$ cat src/rtl/hazard_stall_ctrl_pkg.sv
// Shared constants, MDU scoreboard state encoding and helpers for the
// pipeline hazard/stall controller.
package hazard_stall_ctrl_pkg;

  localparam int REG_ADDR_LEN_DEF  = 5;
  localparam int MDU_CNT_LEN       = 8;
  localparam int STALL_CNT_LEN_DEF = 16;

  typedef enum logic {
    IDLE = 1'b0,
    BUSY = 1'b1
  } mdu_state_e;

  // Counter value loaded on launch so that busy spans exactly `latency` cycles.
  function automatic logic [MDU_CNT_LEN-1:0] mdu_cnt_load(input int latency);
    return MDU_CNT_LEN'(latency - 1);
  endfunction

  // A source operand conflicts only when it is actually read and names the writer.
  function automatic logic src_hit(input logic uses, input logic eq);
    return uses & eq;
  endfunction

endpackage

$ cat src/rtl/hazard_stall_ctrl_if.sv
// Bundle of pipeline-status inputs and stall/flush/MDU outputs exchanged
// between the pipeline datapath and the hazard/stall controller.
interface hazard_stall_ctrl_if #(
  parameter int REG_FILE_ADDR_LEN = hazard_stall_ctrl_pkg::REG_ADDR_LEN_DEF,
  parameter int STALL_CNT_LEN     = hazard_stall_ctrl_pkg::STALL_CNT_LEN_DEF
);

  logic [REG_FILE_ADDR_LEN-1:0] ID_Rs;
  logic [REG_FILE_ADDR_LEN-1:0] ID_Rt;
  logic                         ID_uses_Rs;
  logic                         ID_uses_Rt;
  logic                         ID_is_mdu;
  logic                         ID_reads_hilo;
  logic [REG_FILE_ADDR_LEN-1:0] EXE_Dest;
  logic                         EXE_MEM_R_EN;
  logic                         EXE_branch_taken;
  logic                         dmem_req;
  logic                         dmem_ready;
  logic                         stat_clr;

  logic                         PC_write_en;
  logic                         IFID_write_en;
  logic                         IFID_flush;
  logic                         IDEX_bubble;
  logic                         pipe_freeze;
  logic                         mdu_start;
  logic                         mdu_busy;
  logic [STALL_CNT_LEN-1:0]     stall_count;

  modport master (
    output ID_Rs, ID_Rt, ID_uses_Rs, ID_uses_Rt, ID_is_mdu, ID_reads_hilo,
           EXE_Dest, EXE_MEM_R_EN, EXE_branch_taken, dmem_req, dmem_ready,
           stat_clr,
    input  PC_write_en, IFID_write_en, IFID_flush, IDEX_bubble, pipe_freeze,
           mdu_start, mdu_busy, stall_count
  );

  modport slave (
    input  ID_Rs, ID_Rt, ID_uses_Rs, ID_uses_Rt, ID_is_mdu, ID_reads_hilo,
           EXE_Dest, EXE_MEM_R_EN, EXE_branch_taken, dmem_req, dmem_ready,
           stat_clr,
    output PC_write_en, IFID_write_en, IFID_flush, IDEX_bubble, pipe_freeze,
           mdu_start, mdu_busy, stall_count
  );

endinterface

$ cat src/rtl/hazard_stall_ctrl_mdu_scoreboard.sv
// MDU scoreboard: tracks the multi-cycle MULT/DIV unit. It runs off the raw
// clock and ignores pipe freezes, since the MDU keeps computing regardless.
module hazard_stall_ctrl_mdu_scoreboard
  import hazard_stall_ctrl_pkg::*;
#(
  parameter int MDU_LATENCY = 32
) (
  input  logic clk,
  input  logic rst_n,
  input  logic i_start,
  output logic o_busy
);

  mdu_state_e             r_state;
  mdu_state_e             w_state_nxt;
  logic [MDU_CNT_LEN-1:0] r_cnt;
  logic [MDU_CNT_LEN-1:0] w_cnt_nxt;

  // State and countdown registers
  always_ff @(posedge clk or negedge rst_n) begin
    if (!rst_n) begin
      r_state <= IDLE;
      r_cnt   <= {MDU_CNT_LEN{1'b0}};
    end else begin
      r_state <= w_state_nxt;
      r_cnt   <= w_cnt_nxt;
    end
  end

  // Next state: launch loads latency-1, busy ends at the edge where the count is zero
  always_comb begin
    w_state_nxt = r_state;
    w_cnt_nxt   = r_cnt;
    case (r_state)
      IDLE: begin
        if (i_start) begin
          w_state_nxt = BUSY;
          w_cnt_nxt   = mdu_cnt_load(MDU_LATENCY);
        end else begin
          w_state_nxt = IDLE;
          w_cnt_nxt   = {MDU_CNT_LEN{1'b0}};
        end
      end
      BUSY: begin
        if (r_cnt == {MDU_CNT_LEN{1'b0}}) begin
          w_state_nxt = IDLE;
          w_cnt_nxt   = {MDU_CNT_LEN{1'b0}};
        end else begin
          w_state_nxt = BUSY;
          w_cnt_nxt   = r_cnt - {{(MDU_CNT_LEN-1){1'b0}}, 1'b1};
        end
      end
      default: begin
        w_state_nxt = IDLE;
        w_cnt_nxt   = {MDU_CNT_LEN{1'b0}};
      end
    endcase
  end

  assign o_busy = (r_state == BUSY);

endmodule

$ cat src/rtl/hazard_stall_ctrl.sv
// Pipeline sequencing controller: resolves load-use, MDU structural/HI-LO,
// taken-branch and data-memory wait hazards, and counts stalled cycles.
module hazard_stall_ctrl
  import hazard_stall_ctrl_pkg::*;
#(
  parameter int REG_FILE_ADDR_LEN = REG_ADDR_LEN_DEF,
  parameter int MDU_LATENCY       = 32,
  parameter int STALL_CNT_LEN     = STALL_CNT_LEN_DEF
) (
  input  logic               clk,
  input  logic               rst_n,
  hazard_stall_ctrl_if.slave bus
);

  localparam logic [REG_FILE_ADDR_LEN-1:0] ZERO_REG  = {REG_FILE_ADDR_LEN{1'b0}};
  localparam logic [STALL_CNT_LEN-1:0]     STALL_MAX = {STALL_CNT_LEN{1'b1}};
  localparam logic [STALL_CNT_LEN-1:0]     STALL_ONE = {{(STALL_CNT_LEN-1){1'b0}}, 1'b1};

  logic w_lu;
  logic w_mw;
  logic w_sh;
  logic w_mdu_busy;
  logic w_pc_we;
  logic w_ifid_we;
  logic w_ifid_flush;
  logic w_idex_bubble;
  logic w_pipe_freeze;
  logic w_mdu_start;
  logic [STALL_CNT_LEN-1:0] r_stall_count;

  // $zero is never a real dependency, so a load to r0 never stalls
  assign w_lu = bus.EXE_MEM_R_EN & (bus.EXE_Dest != ZERO_REG) &
                (src_hit(bus.ID_uses_Rs, bus.ID_Rs == bus.EXE_Dest) |
                 src_hit(bus.ID_uses_Rt, bus.ID_Rt == bus.EXE_Dest));
  assign w_mw = bus.dmem_req & ~bus.dmem_ready;
  assign w_sh = w_mdu_busy & (bus.ID_is_mdu | bus.ID_reads_hilo);

  // Priority: memory wait > taken branch > load-use / MDU stall > normal issue
  always_comb begin
    w_pc_we       = 1'b1;
    w_ifid_we     = 1'b1;
    w_ifid_flush  = 1'b0;
    w_idex_bubble = 1'b0;
    w_pipe_freeze = 1'b0;
    w_mdu_start   = 1'b0;
    if (!rst_n) begin
      w_pc_we       = 1'b0;
      w_ifid_we     = 1'b0;
      w_ifid_flush  = 1'b1;
      w_idex_bubble = 1'b1;
    end else if (w_mw) begin
      w_pipe_freeze = 1'b1;
      w_pc_we       = 1'b0;
      w_ifid_we     = 1'b0;
    end else if (bus.EXE_branch_taken) begin
      w_ifid_flush  = 1'b1;
      w_idex_bubble = 1'b1;
    end else if (w_lu | w_sh) begin
      w_pc_we       = 1'b0;
      w_ifid_we     = 1'b0;
      w_idex_bubble = 1'b1;
    end else begin
      w_mdu_start   = bus.ID_is_mdu & ~w_mdu_busy;
    end
  end

  hazard_stall_ctrl_mdu_scoreboard #(
    .MDU_LATENCY (MDU_LATENCY)
  ) u_mdu_scoreboard (
    .clk     (clk),
    .rst_n   (rst_n),
    .i_start (w_mdu_start),
    .o_busy  (w_mdu_busy)
  );

  // Saturating stall-cycle counter; clear wins over increment
  always_ff @(posedge clk or negedge rst_n) begin
    if (!rst_n) begin
      r_stall_count <= {STALL_CNT_LEN{1'b0}};
    end else if (bus.stat_clr) begin
      r_stall_count <= {STALL_CNT_LEN{1'b0}};
    end else if (!w_pc_we && (r_stall_count != STALL_MAX)) begin
      r_stall_count <= r_stall_count + STALL_ONE;
    end else begin
      r_stall_count <= r_stall_count;
    end
  end

  assign bus.PC_write_en   = w_pc_we;
  assign bus.IFID_write_en = w_ifid_we;
  assign bus.IFID_flush    = w_ifid_flush;
  assign bus.IDEX_bubble   = w_idex_bubble;
  assign bus.pipe_freeze   = w_pipe_freeze;
  assign bus.mdu_start     = w_mdu_start;
  assign bus.mdu_busy      = w_mdu_busy;
  assign bus.stall_count   = r_stall_count;

endmodule

$ cat src/flat_wrapper.sv
// flat-port wrapper written by rule: the top's interface ports become plain ports
module hazard_stall_ctrl_flat import hazard_stall_ctrl_pkg::*;
#(
  parameter int REG_FILE_ADDR_LEN = REG_ADDR_LEN_DEF,
  parameter int MDU_LATENCY       = 32,
  parameter int STALL_CNT_LEN     = STALL_CNT_LEN_DEF
)
  (clk, rst_n, bus_ID_Rs, bus_ID_Rt, bus_ID_uses_Rs, bus_ID_uses_Rt, bus_ID_is_mdu, bus_ID_reads_hilo, bus_EXE_Dest, bus_EXE_MEM_R_EN, bus_EXE_branch_taken, bus_dmem_req, bus_dmem_ready, bus_stat_clr, bus_PC_write_en, bus_IFID_write_en, bus_IFID_flush, bus_IDEX_bubble, bus_pipe_freeze, bus_mdu_start, bus_mdu_busy, bus_stall_count);
  hazard_stall_ctrl_if #(.REG_FILE_ADDR_LEN(REG_FILE_ADDR_LEN), .STALL_CNT_LEN(STALL_CNT_LEN)) bus_i ();
  input  logic clk;
  input  logic rst_n;
  input wire logic [$bits(bus_i.ID_Rs)-1:0] bus_ID_Rs;
  input wire logic [$bits(bus_i.ID_Rt)-1:0] bus_ID_Rt;
  input wire logic [$bits(bus_i.ID_uses_Rs)-1:0] bus_ID_uses_Rs;
  input wire logic [$bits(bus_i.ID_uses_Rt)-1:0] bus_ID_uses_Rt;
  input wire logic [$bits(bus_i.ID_is_mdu)-1:0] bus_ID_is_mdu;
  input wire logic [$bits(bus_i.ID_reads_hilo)-1:0] bus_ID_reads_hilo;
  input wire logic [$bits(bus_i.EXE_Dest)-1:0] bus_EXE_Dest;
  input wire logic [$bits(bus_i.EXE_MEM_R_EN)-1:0] bus_EXE_MEM_R_EN;
  input wire logic [$bits(bus_i.EXE_branch_taken)-1:0] bus_EXE_branch_taken;
  input wire logic [$bits(bus_i.dmem_req)-1:0] bus_dmem_req;
  input wire logic [$bits(bus_i.dmem_ready)-1:0] bus_dmem_ready;
  input wire logic [$bits(bus_i.stat_clr)-1:0] bus_stat_clr;
  output wire logic [$bits(bus_i.PC_write_en)-1:0] bus_PC_write_en;
  output wire logic [$bits(bus_i.IFID_write_en)-1:0] bus_IFID_write_en;
  output wire logic [$bits(bus_i.IFID_flush)-1:0] bus_IFID_flush;
  output wire logic [$bits(bus_i.IDEX_bubble)-1:0] bus_IDEX_bubble;
  output wire logic [$bits(bus_i.pipe_freeze)-1:0] bus_pipe_freeze;
  output wire logic [$bits(bus_i.mdu_start)-1:0] bus_mdu_start;
  output wire logic [$bits(bus_i.mdu_busy)-1:0] bus_mdu_busy;
  output wire logic [$bits(bus_i.stall_count)-1:0] bus_stall_count;
  assign bus_i.ID_Rs = bus_ID_Rs;
  assign bus_i.ID_Rt = bus_ID_Rt;
  assign bus_i.ID_uses_Rs = bus_ID_uses_Rs;
  assign bus_i.ID_uses_Rt = bus_ID_uses_Rt;
  assign bus_i.ID_is_mdu = bus_ID_is_mdu;
  assign bus_i.ID_reads_hilo = bus_ID_reads_hilo;
  assign bus_i.EXE_Dest = bus_EXE_Dest;
  assign bus_i.EXE_MEM_R_EN = bus_EXE_MEM_R_EN;
  assign bus_i.EXE_branch_taken = bus_EXE_branch_taken;
  assign bus_i.dmem_req = bus_dmem_req;
  assign bus_i.dmem_ready = bus_dmem_ready;
  assign bus_i.stat_clr = bus_stat_clr;
  assign bus_PC_write_en = bus_i.PC_write_en;
  assign bus_IFID_write_en = bus_i.IFID_write_en;
  assign bus_IFID_flush = bus_i.IFID_flush;
  assign bus_IDEX_bubble = bus_i.IDEX_bubble;
  assign bus_pipe_freeze = bus_i.pipe_freeze;
  assign bus_mdu_start = bus_i.mdu_start;
  assign bus_mdu_busy = bus_i.mdu_busy;
  assign bus_stall_count = bus_i.stall_count;
  hazard_stall_ctrl #(.REG_FILE_ADDR_LEN(REG_FILE_ADDR_LEN), .MDU_LATENCY(MDU_LATENCY), .STALL_CNT_LEN(STALL_CNT_LEN)) u_core (.clk(clk), .rst_n(rst_n), .bus(bus_i));
endmodule
$ cat config.mk
export PLATFORM = sky130hd
export DESIGN_NAME = hazard_stall_ctrl_flat
export DESIGN_NICKNAME = d
export VERILOG_FILES = /design/src/rtl/hazard_stall_ctrl_pkg.sv /design/src/rtl/hazard_stall_ctrl_if.sv /design/src/rtl/hazard_stall_ctrl_mdu_scoreboard.sv /design/src/rtl/hazard_stall_ctrl.sv /design/src/flat_wrapper.sv
export SDC_FILE = /design/constraint.sdc
export NUM_CORES = 1
export LEC_CHECK = 0
export ABC_CLOCK_PERIOD_IN_PS = 3600
export BUFFER_PORTS_ARGS = -buffer_cell sky130_fd_sc_hd__buf_2
export CAP_MARGIN = 30
export CORE_MARGIN = 4
export CORE_UTILIZATION = 35
export DETAILED_ROUTE_END_ITERATION = 6
export GPL_ROUTABILITY_DRIVEN = 0
export PLACE_DENSITY_LB_ADDON = 0.12
export SYNTH_ARGS = -nofsm -noshare
export SYNTH_HDL_FRONTEND = slang
export SYNTH_HIERARCHICAL = 1
export SYNTH_SLANG_ARGS = --single-unit
export TNS_END_PERCENT = 20
$ cat constraint.sdc
create_clock -name clk -period 3.6 [get_ports clk]
set_input_delay 0.18 -clock clk [delete_from_list [all_inputs] [get_ports clk]]
set_output_delay 0.18 -clock clk [all_outputs]
set_load 0.02 [all_outputs]
# Word-level counts from Yosys, hierarchy flattened
# Cells that the tools add are included.
# classes
reduce_logical	5
mux	25
n_addsub	2
bitwise_logic	12
eq_ne	3
# op_table
cell	n
$mux 16	2
$mux 1	19
$add 16x1->16 const B	1
$ne 16x16->1 const B	1
$pmux 8 s2	1
$eq 5x5->1	2
$logic_not 8->1	1
$mux 8	1
$sub 8x1->8 const B	1
$and 1x1->1	7
$mux 5	1
$reduce_bool 5->1	1
$or 1x1->1	3
$not 1->1	2
$pmux 1 s2	1
$reduce_bool 2->1	1
$logic_and 1x1->1	1
$logic_not 1->1	1
# word_totals
ff_bits	25
word_cells	50
input_bits	26
output_inout_bits	23

# Logic depth before layout (Yosys ltp)
# Gate-level depths: netlist of run 1.
# depth
depth_word	13
mapped_depth	9
depth_no_buf	8

# Cells and area by module
# Netlist of run 1, hierarchy kept.
# by_module_without_submodules
module	cells_per_inst	area_each_um2	seq_area_each_um2	n_inst
hazard_stall_ctrl	132	1207.4	400.4	1
hazard_stall_ctrl_mdu_scoreboard	40	429.2	225.2	1

# Worst setup path after synthesis of run 1
# Ideal clock, no wire load.
# synth_path
kind	flip-flop to flip-flop
start	reg u_core.r_stall_count[1], in the netlist u_core/bus.stall_count[1]
end	reg u_core.r_stall_count[15], in the netlist u_core/bus.stall_count[15]
stages_incl_launch_ff	8
synth_period_minus_slack_ns	2.043
required_ns	3.475
path_buffers	0
t_arrival_ns	1.918
setup_time_ns	0.125
slack_ns	1.557
path_cell_list	dfrtp_1 ha_1 nand3_1 nor3_1 and3_1 inv_1 and4_2 mux2_4
# synth_between
elab_chain_cells	3
word_cells_on_any_way	6
cone_classes	1 x add/sub; 1 x eq/ne; 2 x mux; 2 x reduce/logical
# synth_rtl
item	line	source
from (decl)	hazard_stall_ctrl.sv:29	logic [STALL_CNT_LEN-1:0] r_stall_count;
from (signal assigned)	hazard_stall_ctrl.sv:79	r_stall_count <= {STALL_CNT_LEN{1'b0}};
from (signal assigned)	hazard_stall_ctrl.sv:81	r_stall_count <= {STALL_CNT_LEN{1'b0}};
from (signal assigned)	hazard_stall_ctrl.sv:83	r_stall_count <= r_stall_count + STALL_ONE;
$add 16x1->16 / $ne 16x16->1 (equally long branches)	hazard_stall_ctrl.sv:83, hazard_stall_ctrl.sv:82	
$mux 16 / $logic_and 1x1->1 (equally long branches)	hazard_stall_ctrl.sv:82	end else if (!w_pc_we && (r_stall_count != STALL_MAX)) begin
$mux 16 / $reduce_bool 2->1 (equally long branches)	-	
# Several ways; a longest one is shown, not always the timed one. The select of a mux whose other input is x is not followed.
# A chain may end at the register's enable or synchronous reset.

# Worst setup path in the final report of run 1
# layout_path
start	reg u_core.r_stall_count[0], in the netlist u_core/bus.stall_count[0]
end	reg u_core.r_stall_count[15], in the netlist u_core/bus.stall_count[15]
# Same word-level chain as after synthesis.

==> out/results.ini, run 1 <==
[run_status]
status=finished clean

[clock_network]
post_cts_resized=0
htreeDepth=1
cts_buffer_depth=2
cts_sinks=25
root_buffer=clkbuf_8
clkLatencyLatePin_ns=0.27
cts_tree=yes
path_clk_slew_ns=0.10
cts_hold_buffers=1
cts_buffers=3
post_cts_buffers=0

[yosys]
yosys.area.top_type=dfrtp_1
synth_mux_area_share_pct=3.440
synth-seq-cells=25
syn-num-nets=200
synth_top_area_share_pct=38.23
synth_commonest_cells=25 x dfrtp_1, 13 x xnor2_1, 12 x a21oi_1, 12 x nand2_1, 10 x nor2_1
yosys.area_share.simple_pct=25.92
synth_compound_area_share_pct=17.81
synthesis.instances=172
synthArstFlopShare_pct=100.0
avgSynthCellArea_um2=9.515
synth_top_family_by_area=simple AND/OR/NAND/NOR gates
synth_ff_type=dfrtp_1
synth_area_leaders=dfrtp_1 38%, xnor2_1 7.0%, o31ai_1 4.1%
yosysWarningCount=6
synthXorXnorAreaFrac_pct=6.957
synthAdderAreaFrac_pct=1.529
syn_area_um2=1637
seq_area_frac_synth_pct=38.23
synth_edf_count=0
synth.most_common_cell=dfrtp_1
ys_types=41

[timing]
tightest_slew_ns=0.7773
fin_setup_tns_ns=0
slew-limit-headroom_pct=48.18
rsz0062_at_grt=no
hold_viol_final=0
finalCritPeriodShare_pct=75.62
final_max_slew_viol_count=0
period_minus_slack_ns=2.722
setup_viol=0
fmax_mhz=367.3
fin_skew_ns=0.004063

[critical_path]
slowest_stage=and3_1
r2r_start=u_core/bus.stall_count[0]
criticalPathCategory=reg2reg
worstPathRequired_ns=3.77
start_kind=flip-flop
worstPathArrival_ns=2.89
crit_path_max_fanout=24
r2r-end=u_core/bus.stall_count[15]
reg2reg_slack_ns=0.88
reg2reg_depth=7
worstPathCellList=ha_1, nand3_1, nor3_1, and3_1, inv_1, and4_2, mux2_4
end_kind=flip-flop
slowest_delay_ns=0.72

[place]
dp_hpwl_um=2858
dp_cells=265
io_buffer_count=48

[final_layout]
final_cells=270
nets=247
n_antenna_cell=0
drive_above_1_share_pct=33.94
post-route-util_pct=43.55
syn2layout_area_growth_pct=18.27

[die]
ios=49
start_util_pct=36.82
rows=24
die-area_um2=5834
die_x_um=76.38
die_h_um=76.38
core_area_um2=4444

[detailed_routing]
first_pass_iters=4
via_per_inst=5.285
post-route-drc-count=0
wire_per_inst_um=14.17
drtIter0Drc=58
vias=1427
wl_um=3827
ant_nets=0

[pwr]
finalPower_uw=776.8
vdd_ir_drop_max_mv=0.2423
p_leak_nw=0.8531
power_density_nw_per_um2=401.3

[min_path]
hold_path.class=in2reg
hold_end=u_core/bus.stall_count[1]
min-delay-start=bus_stat_clr
whs_path_depth=2

[global_route]
grt_max_degree=29
antenna_found_initial=0
grt_pass1_vias=1395
grt_pass1_wl_um=6499
overflow=0
grt_util_all_layers_pct=13.18

[run]
drv_cap=0

cells by family after synthesis:
family | count (synthesis)
AO/OA/AOI/OAI | 42
XOR/XNOR | 13
buffers and inverters | 15
flip-flops | 25
adder cells (fa/ha/maj) | 2
AND/OR/NAND/NOR | 71
multiplexers | 4
flip-flops by register name, indices dropped and copies added (netlist names):
name                            flops
u_core/u_mdu_scoreboard/r_cnt       8
u_core/bus.stall_count             16
u_core/u_mdu_scoreboard/o_busy      1
placed cells by master, fill, tap and decap left out, types with 2 or more instances in the layout:
cell,count
a21oi_1,12
a21oi_2,4
and3_1,4
buf_2,48
clkbuf_8,3
dfrtp_1,25
ha_1,2
inv_1,7
mux2_4,3
nand2_1,12
nand2b_1,2
nand3_1,8
nand4_1,3
nand4b_1,2
nor2_1,10
nor2b_1,5
nor3_1,5
nor4_2,2
o21ai_0,7
o21ai_2,2
o31ai_1,9
o41ai_1,2
or3_1,3
or4_1,6
or4_2,4
xnor2_1,13
metal layers:
layer / share of wire, % / track usage, % / wire length (um) / vias up
li1: - / - / - / 730
met1: 48 / 16.84 / 1855 / 682
met2: 49 / 23.37 / 1867 / 13
met3: 2.3 / 2.837 / 89 / 2
met4: 0.39 / 1.630 / 15 / 0
met5: 0 / 0 / 0 / -
critical path: cells and delay by family (launching register included):
kind                       cells  cell delay, ns
and+or+nand+nor                4            1.48
DFF                            1            0.43
muxes                          1            0.29
adders and majority gates      1            0.23
buffers and inverters          1            0.19
area by class of cell:
class,instances,area (um^2)
tap,52,65.06
sequential,25,625.6
clock buffer,3,41.29
fill,447,2509
timing repair buffer,49,250.2
clock inverter,1,7.507
multi-input combinational,132,910.9
inverter,8,35.03
stage by stage:
step / cell area (um^2) / hold WS, ns / setup slack, ns
6_report: 1936 / 0.3361 / 0.8775
5_1_grt: 1936 / 0.3578 / 0.6333
3_5_place_dp: 1877 / 0.2386 / 0.8496
3_3_place_gp: 1877 / 0.2455 / 0.9878
4_1_cts: 1936 / 0.3359 / 0.8413
2_1_floorplan: 1637 / -0.1156 / 1.557
where the power goes:
part	switching [mW]	internal [mW]
clock	0.0970	0.0785
combinational	0.141	0.115
sequential	0.0366	0.309
total	0.274	0.502
worst max path at each step:
stage                                 end  cells after the start                       from
2_1_floorplan  u_core/bus.stall_count[15]                      7  u_core/bus.stall_count[1]
3_3_place_gp   u_core/bus.stall_count[15]                      7  u_core/bus.stall_count[1]
3_5_place_dp   u_core/bus.stall_count[15]                      7  u_core/bus.stall_count[1]
4_1_cts        u_core/bus.stall_count[15]                      7  u_core/bus.stall_count[1]
5_1_grt        u_core/bus.stall_count[15]                      7  u_core/bus.stall_count[1]
6_report       u_core/bus.stall_count[15]                      7  u_core/bus.stall_count[0]
No activity file was read; power rests on OpenSTA's default activity.
==> run 2, diff against run 1 <==
Settings changed: ABC_CLOCK_PERIOD_IN_PS 3600 to 2800.
Clock period 3.6 ns to 2.8 ns, I/O delays scaled along.
==> out/results.ini, run 2 (synthesis results as in run 1) <==
[die]
core_area_um2=4444  ; unchanged
die_h_um=76.38  ; unchanged
ios=49  ; unchanged
die_x_um=76.38  ; unchanged
start_util_pct=36.82  ; unchanged
rows=24  ; unchanged
die-area_um2=5834  ; unchanged

[final_layout]
syn2layout_area_growth_pct=19.65
drive_above_1_share_pct=34.84  ; +0.90 points
nets=250  ; +1.2%
largest_reg_flops=16  ; unchanged
n_antenna_cell=0  ; unchanged
final_cell_mix=48 x buf_2, 25 x dfrtp_1, 13 x xnor2_1, 12 x nand2_1, 12 x a21oi_1
final_common_cell=buf_2

[clock_network]
htreeDepth=1  ; unchanged
cts_sinks=25  ; unchanged
clkLatencyLatePin_ns=0.27  ; about the same
cts_buffers=3  ; unchanged
path_clk_slew_ns=0.09  ; about the same
cts_buffer_depth=2  ; unchanged
post_cts_buffers=0  ; unchanged
root_buffer=clkbuf_8
cts_tree=yes

[detailed_routing]
vias=1467  ; +2.8%
wl_um=3929  ; +2.7%
drtIter0Drc=36  ; -38%
post-route-drc-count=0  ; unchanged
ant_nets=0  ; unchanged
first_pass_iters=4  ; unchanged
wire_per_inst_um=14.39  ; +1.5%
via_per_inst=5.374  ; +1.7%

[critical_path]
crit_path_max_fanout=9  ; -63%
cp.buffers_inverters=2  ; +1
end_kind=flip-flop
r2r-end=u_core/bus.stall_count[15]
slowest_stage=dfrtp_1
start_kind=flip-flop
reg2reg_slack_ns=0.53  ; -0.35 ns
r2r_start=u_core/bus.stall_count[1]
reg2reg_depth=8  ; +1
slowest_delay_ns=0.43  ; -0.29 ns
worstPathCellList=ha_1, nand3_1, nor3_1, and3_1, buf_4, inv_1, and4_2, mux2_4
cp_top_family=simple AND/OR/NAND/NOR gates
worstPathRequired_ns=2.96  ; -0.81 ns
crit_start=u_core/bus.stall_count[1]
worstPathArrival_ns=2.43  ; -0.46 ns
criticalPathCategory=reg2reg

[run_status]
status=finished clean

[min_path]
hold_end=u_core/bus.stall_count[1]
min-delay-start=bus_stat_clr
hold_path.class=in2reg
whs_path_depth=2  ; unchanged

[timing]
fin_skew_ns=0.002608  ; -0.001455 ns
period_minus_slack_ns=2.269  ; -0.4535 ns
finalCritPeriodShare_pct=81.03  ; +5.4 points
final_max_slew_viol_count=0  ; unchanged
whs_ns=0.2984  ; -0.03770 ns
fmax_mhz=440.7  ; +20%
rsz0062_at_grt=no
hold_viol_final=0  ; unchanged
setup_viol=0  ; unchanged
fin_setup_tns_ns=0  ; unchanged
tightest_slew_ns=0.4216  ; -0.3557 ns
slew-limit-headroom_pct=71.89  ; +24 points

[pwr]
intPower_uw=646.4  ; +29%
p_comb_share_pct=33.2  ; +0.2 points
p_clk_share_pct=22.1  ; -0.5 points
p_sw_uw=345.1  ; +26%
p_leak_nw=0.8689  ; +1.8%
power_density_nw_per_um2=506.3  ; +26%
vdd_ir_drop_max_mv=0.2116  ; -13%
seqPwrFrac_pct=44.7  ; +0.3 points
swShare_pct=34.80  ; -0.52 points

[global_route]
antenna_found_initial=0  ; unchanged
grt_max_degree=28  ; -3.4%
grt_pass1_vias=1506  ; +8.0%
grt_pass1_wl_um=6948  ; +6.9%
grt_util_all_layers_pct=14.26  ; +1.1 points
overflow=0  ; unchanged

[place]
dp_hpwl_um=2927  ; +2.4%
io_buffer_count=48  ; unchanged

[run]
drv_cap=0  ; unchanged

-- run 2: cell types whose count changed in the layout (fill, tap and decap cells not counted), sizes merged --
cell  delta
buf      +3
-- run 2: cell type report --
type	count	area [um^2]
fill	450	2486
multi-input combinational	132	910.9
inverter	8	35.03
clock inverter	1	7.507
sequential	25	625.6
tap	52	65.06
clock buffer	3	41.29
timing repair buffer	52	272.8
-- run 2: worst register-to-register path: stages (launching register included) --
cell	delay (ns)
dfrtp_1	0.43
ha_1	0.23
nand3_1	0.14
nor3_1	0.33
and3_1	0.23
buf_4	0.17
inv_1	0.10
and4_2	0.24
mux2_4	0.29
-- run 2: per-stage QoR --
stage               setup slack [ns]  total power, mW  instances  area (um^2)  utilization (%)
floorplan                     0.7568           0.7027        172         1637                -
global placement              0.7041           0.7877        268         1899            42.74
detailed placement            0.5685           0.7823        268         1899            42.74
CTS                           0.5469            1.009        273         1958            44.06
global route                  0.3226            1.075        273         1958            44.06
finish                        0.5310           0.9915        273         1958            44.06
-- run 2: routing by layer --
layer	up-vias	global-route usage, %	part of all wire [%]
li1	734	-	-
met2	17	25.31	49
met3	2	2.837	2.9
met5	-	0	0
met4	0	3.261	0.61
met1	714	17.76	47
-- run 2: power groups by stage --
stage | clock (mW) | sequential, mW | combinational, mW
2_1_floorplan | 0 | 0.451 | 0.251
3_3_place_gp | 0 | 0.451 | 0.337
3_5_place_dp | 0 | 0.452 | 0.330
4_1_cts | 0.231 | 0.444 | 0.334
5_1_grt | 0.246 | 0.452 | 0.377
6_report | 0.219 | 0.443 | 0.329
-- run 2: how the worst max path moves through the flow --
stage | to | cells past startpoint
floorplan | u_core/bus.stall_count[15] | 7
global placement | u_core/bus.stall_count[15] | 8
detailed placement | u_core/bus.stall_count[15] | 8
CTS | u_core/bus.stall_count[15] | 8
global route | u_core/bus.stall_count[15] | 8
finish | u_core/bus.stall_count[15] | 8
-- run 2: what timing repair did --
action | CTS | global route
hold buffers | 1 | 0
resized for setup | 0 | 0
endpoints found under the hold margin | 25 | 0
endpoints found under the setup margin | 0 | 0
==> run 3, diff against run 2 <==
Settings changed: ABC_AREA from default to 1, ABC_CLOCK_PERIOD_IN_PS 2800 to 2100.
Clock period 2.8 ns to 2.1 ns, I/O delays scaled along.
==> out/results.ini, run 3 <==
[final_layout]
post-route-util_pct=43.34  ; -0.72 points
nets=346  ; +38%
final_common_cell=nand2_1
drive_above_1_share_pct=24.61  ; -10 points
final_cell_mix=74 x nand2_1, 48 x buf_2, 40 x inv_1, 30 x nor2_1, 25 x dfrtp_1
syn2layout_area_growth_pct=19.53
n_antenna_cell=0  ; unchanged
design_area_um2=2213  ; +13%
largest_reg_flops=16  ; unchanged

[yosys]
synthArstFlopShare_pct=100.0  ; unchanged
synth_compound_area_share_pct=5.270  ; -13 points
avgSynthCellArea_um2=6.910  ; -27%
synth-seq-cells=25  ; unchanged
syn-num-nets=296  ; +48%
synth_mux_area_share_pct=0  ; -3.4 points
synth_ff_type=dfrtp_1
yosys.area.top_type=dfrtp_1
synthesis.instances=268  ; +56%
synth_commonest_cells=74 x nand2_1, 40 x inv_1, 30 x nor2_1, 25 x dfrtp_1, 21 x nand4_1
synthXorXnorAreaFrac_pct=4.730  ; -2.2 points
seq_area_frac_synth_pct=33.78  ; -4.4 points
synthAdderAreaFrac_pct=1.351  ; -0.18 points
synth.most_common_cell=nand2_1
synth_top_area_share_pct=33.78  ; -4.4 points
synth_edf_count=0  ; unchanged
synth_top_family_by_area=simple AND/OR/NAND/NOR gates
yosys.area_share.simple_pct=43.31  ; +17 points
yosysWarningCount=6  ; unchanged
ys_types=29  ; -29%
syn_area_um2=1852  ; +13%
synth_area_leaders=dfrtp_1 34%, nand2_1 15%, inv_1 8.1%

[critical_path]
worstPathArrival_ns=2.01  ; -0.42 ns
worstPathRequired_ns=2.26  ; -0.70 ns
start_kind=flip-flop
reg2reg_slack_ns=0.26  ; -0.28 ns
end_kind=flip-flop
worstPathCellList=ha_1, nand2_1, nor2_2, nand3_2, inv_2, nand2_4, nor2_4, nand4_4, buf_4, nand4_1, nand2_1
crit_path_max_fanout=9  ; unchanged
cp.buffers_inverters=2  ; unchanged
timing.critical_path.mode_cell=nand2_1
cp_top_family=simple AND/OR/NAND/NOR gates
reg2reg_depth=11  ; +3
criticalPathCategory=reg2reg
cp.depth=11  ; +3
slowest_stage=dfrtp_1
slowest_delay_ns=0.42  ; about the same

[place]
placed_cell_area_um2=2157  ; +14%
io_buffer_count=48  ; unchanged
dp_hpwl_um=3101  ; +6.0%

[timing]
fmax_mhz=542.1  ; +23%
setup_viol=0  ; unchanged
finalCritPeriodShare_pct=87.84  ; +6.8 points
period_minus_slack_ns=1.845  ; -0.4243 ns
fin_setup_tns_ns=0  ; unchanged
final_max_slew_viol_count=0  ; unchanged
slew-limit-headroom_pct=74.37  ; +2.5 points
tightest_slew_ns=0.3831  ; -0.03845 ns
fin_skew_ns=0.005193  ; +0.002585 ns
hold_viol_final=0  ; unchanged
rsz0062_at_grt=no

[min_path]
hold_path.class=in2reg
whs_path_depth=7  ; +5

[die]
ios=49  ; unchanged
die-area_um2=6518  ; +12%
die_h_um=80.74  ; +5.7%
rows=26  ; +8.3%
core_area_um2=5107  ; +15%
start_util_pct=36.26  ; -0.57 points
die_x_um=80.74  ; +5.7%

[global_route]
grt_util_all_layers_pct=14.08  ; -0.18 points
grt_pass1_wl_um=7348  ; +5.8%
grt_max_degree=33  ; +18%
grt_pass1_vias=1655  ; +9.9%
overflow=0  ; unchanged
antenna_found_initial=0  ; unchanged

[clock_network]
cts_hold_buffers=1  ; unchanged
htreeDepth=1  ; unchanged
root_buffer=clkbuf_8
post_cts_resized=0  ; unchanged
cts_buffer_depth=2  ; unchanged
cts_tree=yes
clkLatencyLatePin_ns=0.27  ; about the same
cts_buffers=3  ; unchanged
path_clk_slew_ns=0.09  ; about the same
cts_sinks=25  ; unchanged
post_cts_buffers=0  ; unchanged

[pwr]
vdd_ir_drop_max_mv=0.3012  ; +42%
p_leak_nw=1.350  ; +55%
finalPower_mw=1.579  ; +59%
power_density_nw_per_um2=713.2  ; +41%

[detailed_routing]
wire_per_inst_um=10.82  ; -25%
drtIter0Drc=80  ; +120%
first_pass_iters=4  ; unchanged
via_per_inst=4.615  ; -14%
vias=1786  ; +22%
ant_nets=0  ; unchanged
post-route-drc-count=0  ; unchanged
wl_um=4188  ; +6.6%

[run]
drv_cap=0  ; unchanged

[run_status]
status=finished clean

## run 3: cell count changes after synthesis, moves of 9 or more
cell / delta
nand2_1: +62
inv_1: +33
nor2_1: +20
nand4_1: +18
nand3_1: +11
xnor2_1: -10
a21oi_1: -9
o31ai_1: -9
## run 3: final timing paths
| path | start | end |
|---|---|---|
| hold reg to reg | u_core/u_mdu_scoreboard/r_cnt[0] | u_core/u_mdu_scoreboard/r_cnt[0] |
| min in group asynchronous | rst_n | u_core/u_mdu_scoreboard/r_cnt[6] |
| setup / recovery | u_core/bus.stall_count[0] | u_core/bus.stall_count[0] |
| max in group asynchronous | rst_n | u_core/u_mdu_scoreboard/r_cnt[4] |
| hold / removal | bus_ID_is_mdu | u_core/u_mdu_scoreboard/o_busy |
| setup reg to reg | u_core/bus.stall_count[0] | u_core/bus.stall_count[0] |
## run 3: power breakdown
group / total (mW) / leakage [nW] / switching, mW / internal [mW]
clock network: 0.290 / 0.0255 / 0.157 / 0.133
logic: 0.668 / 0.980 / 0.410 / 0.257
registers: 0.621 / 0.345 / 0.0758 / 0.546
## run 3: metrics by stage
stage	std cells	hold slack, ns	setup WS [ns]
after CTS	387	0.3290	0.2317
final	387	0.3336	0.2553
after global routing	387	0.3717	0.01140
after detailed placement	382	0.1675	0.2608
after global placement	382	0.1670	0.3255
after floorplan	268	-0.1906	0.2874
## run 3: cell families after synthesis
family | after synthesis
AO/OA/AOI/OAI | 14
XOR/XNOR | 10
adder cells (fa/ha/maj) | 2
buffers and inverters | 52
flip-flops | 25
AND/OR/NAND/NOR | 165
## run 3: layout make-up
type                    instances  area (um^2)
flip-flops and latches         25        625.6
fillers                       558         2894
multi-input cells             191         1012
clock buffers                   3        41.29
clock inverters                 1        5.005
well taps                      70        87.58
inverters                      45        168.9
repair buffers                 52        272.8
## run 3: routing by layer
metal / routed length [um] / vias up / share of wire, % / global-route usage (%)
met4: 27 / 0 / 0.64 / 4.730
met1: 2069 / 796 / 49 / 19.43
met3: 226 / 4 / 5.4 / 2.439
met2: 1864 / 39 / 45 / 22.35
met5: 0 / - / 0 / 0
li1: - / 947 / - / -
## run 3: worst reg2reg max path, stage by stage (launching register included)
cell	delay (ns)
dfrtp_1	0.42
ha_1	0.18
nand2_1	0.08
nor2_2	0.15
nand3_2	0.09
inv_2	0.10
nand2_4	0.06
nor2_4	0.10
nand4_4	0.17
buf_4	0.24
nand4_1	0.10
nand2_1	0.06
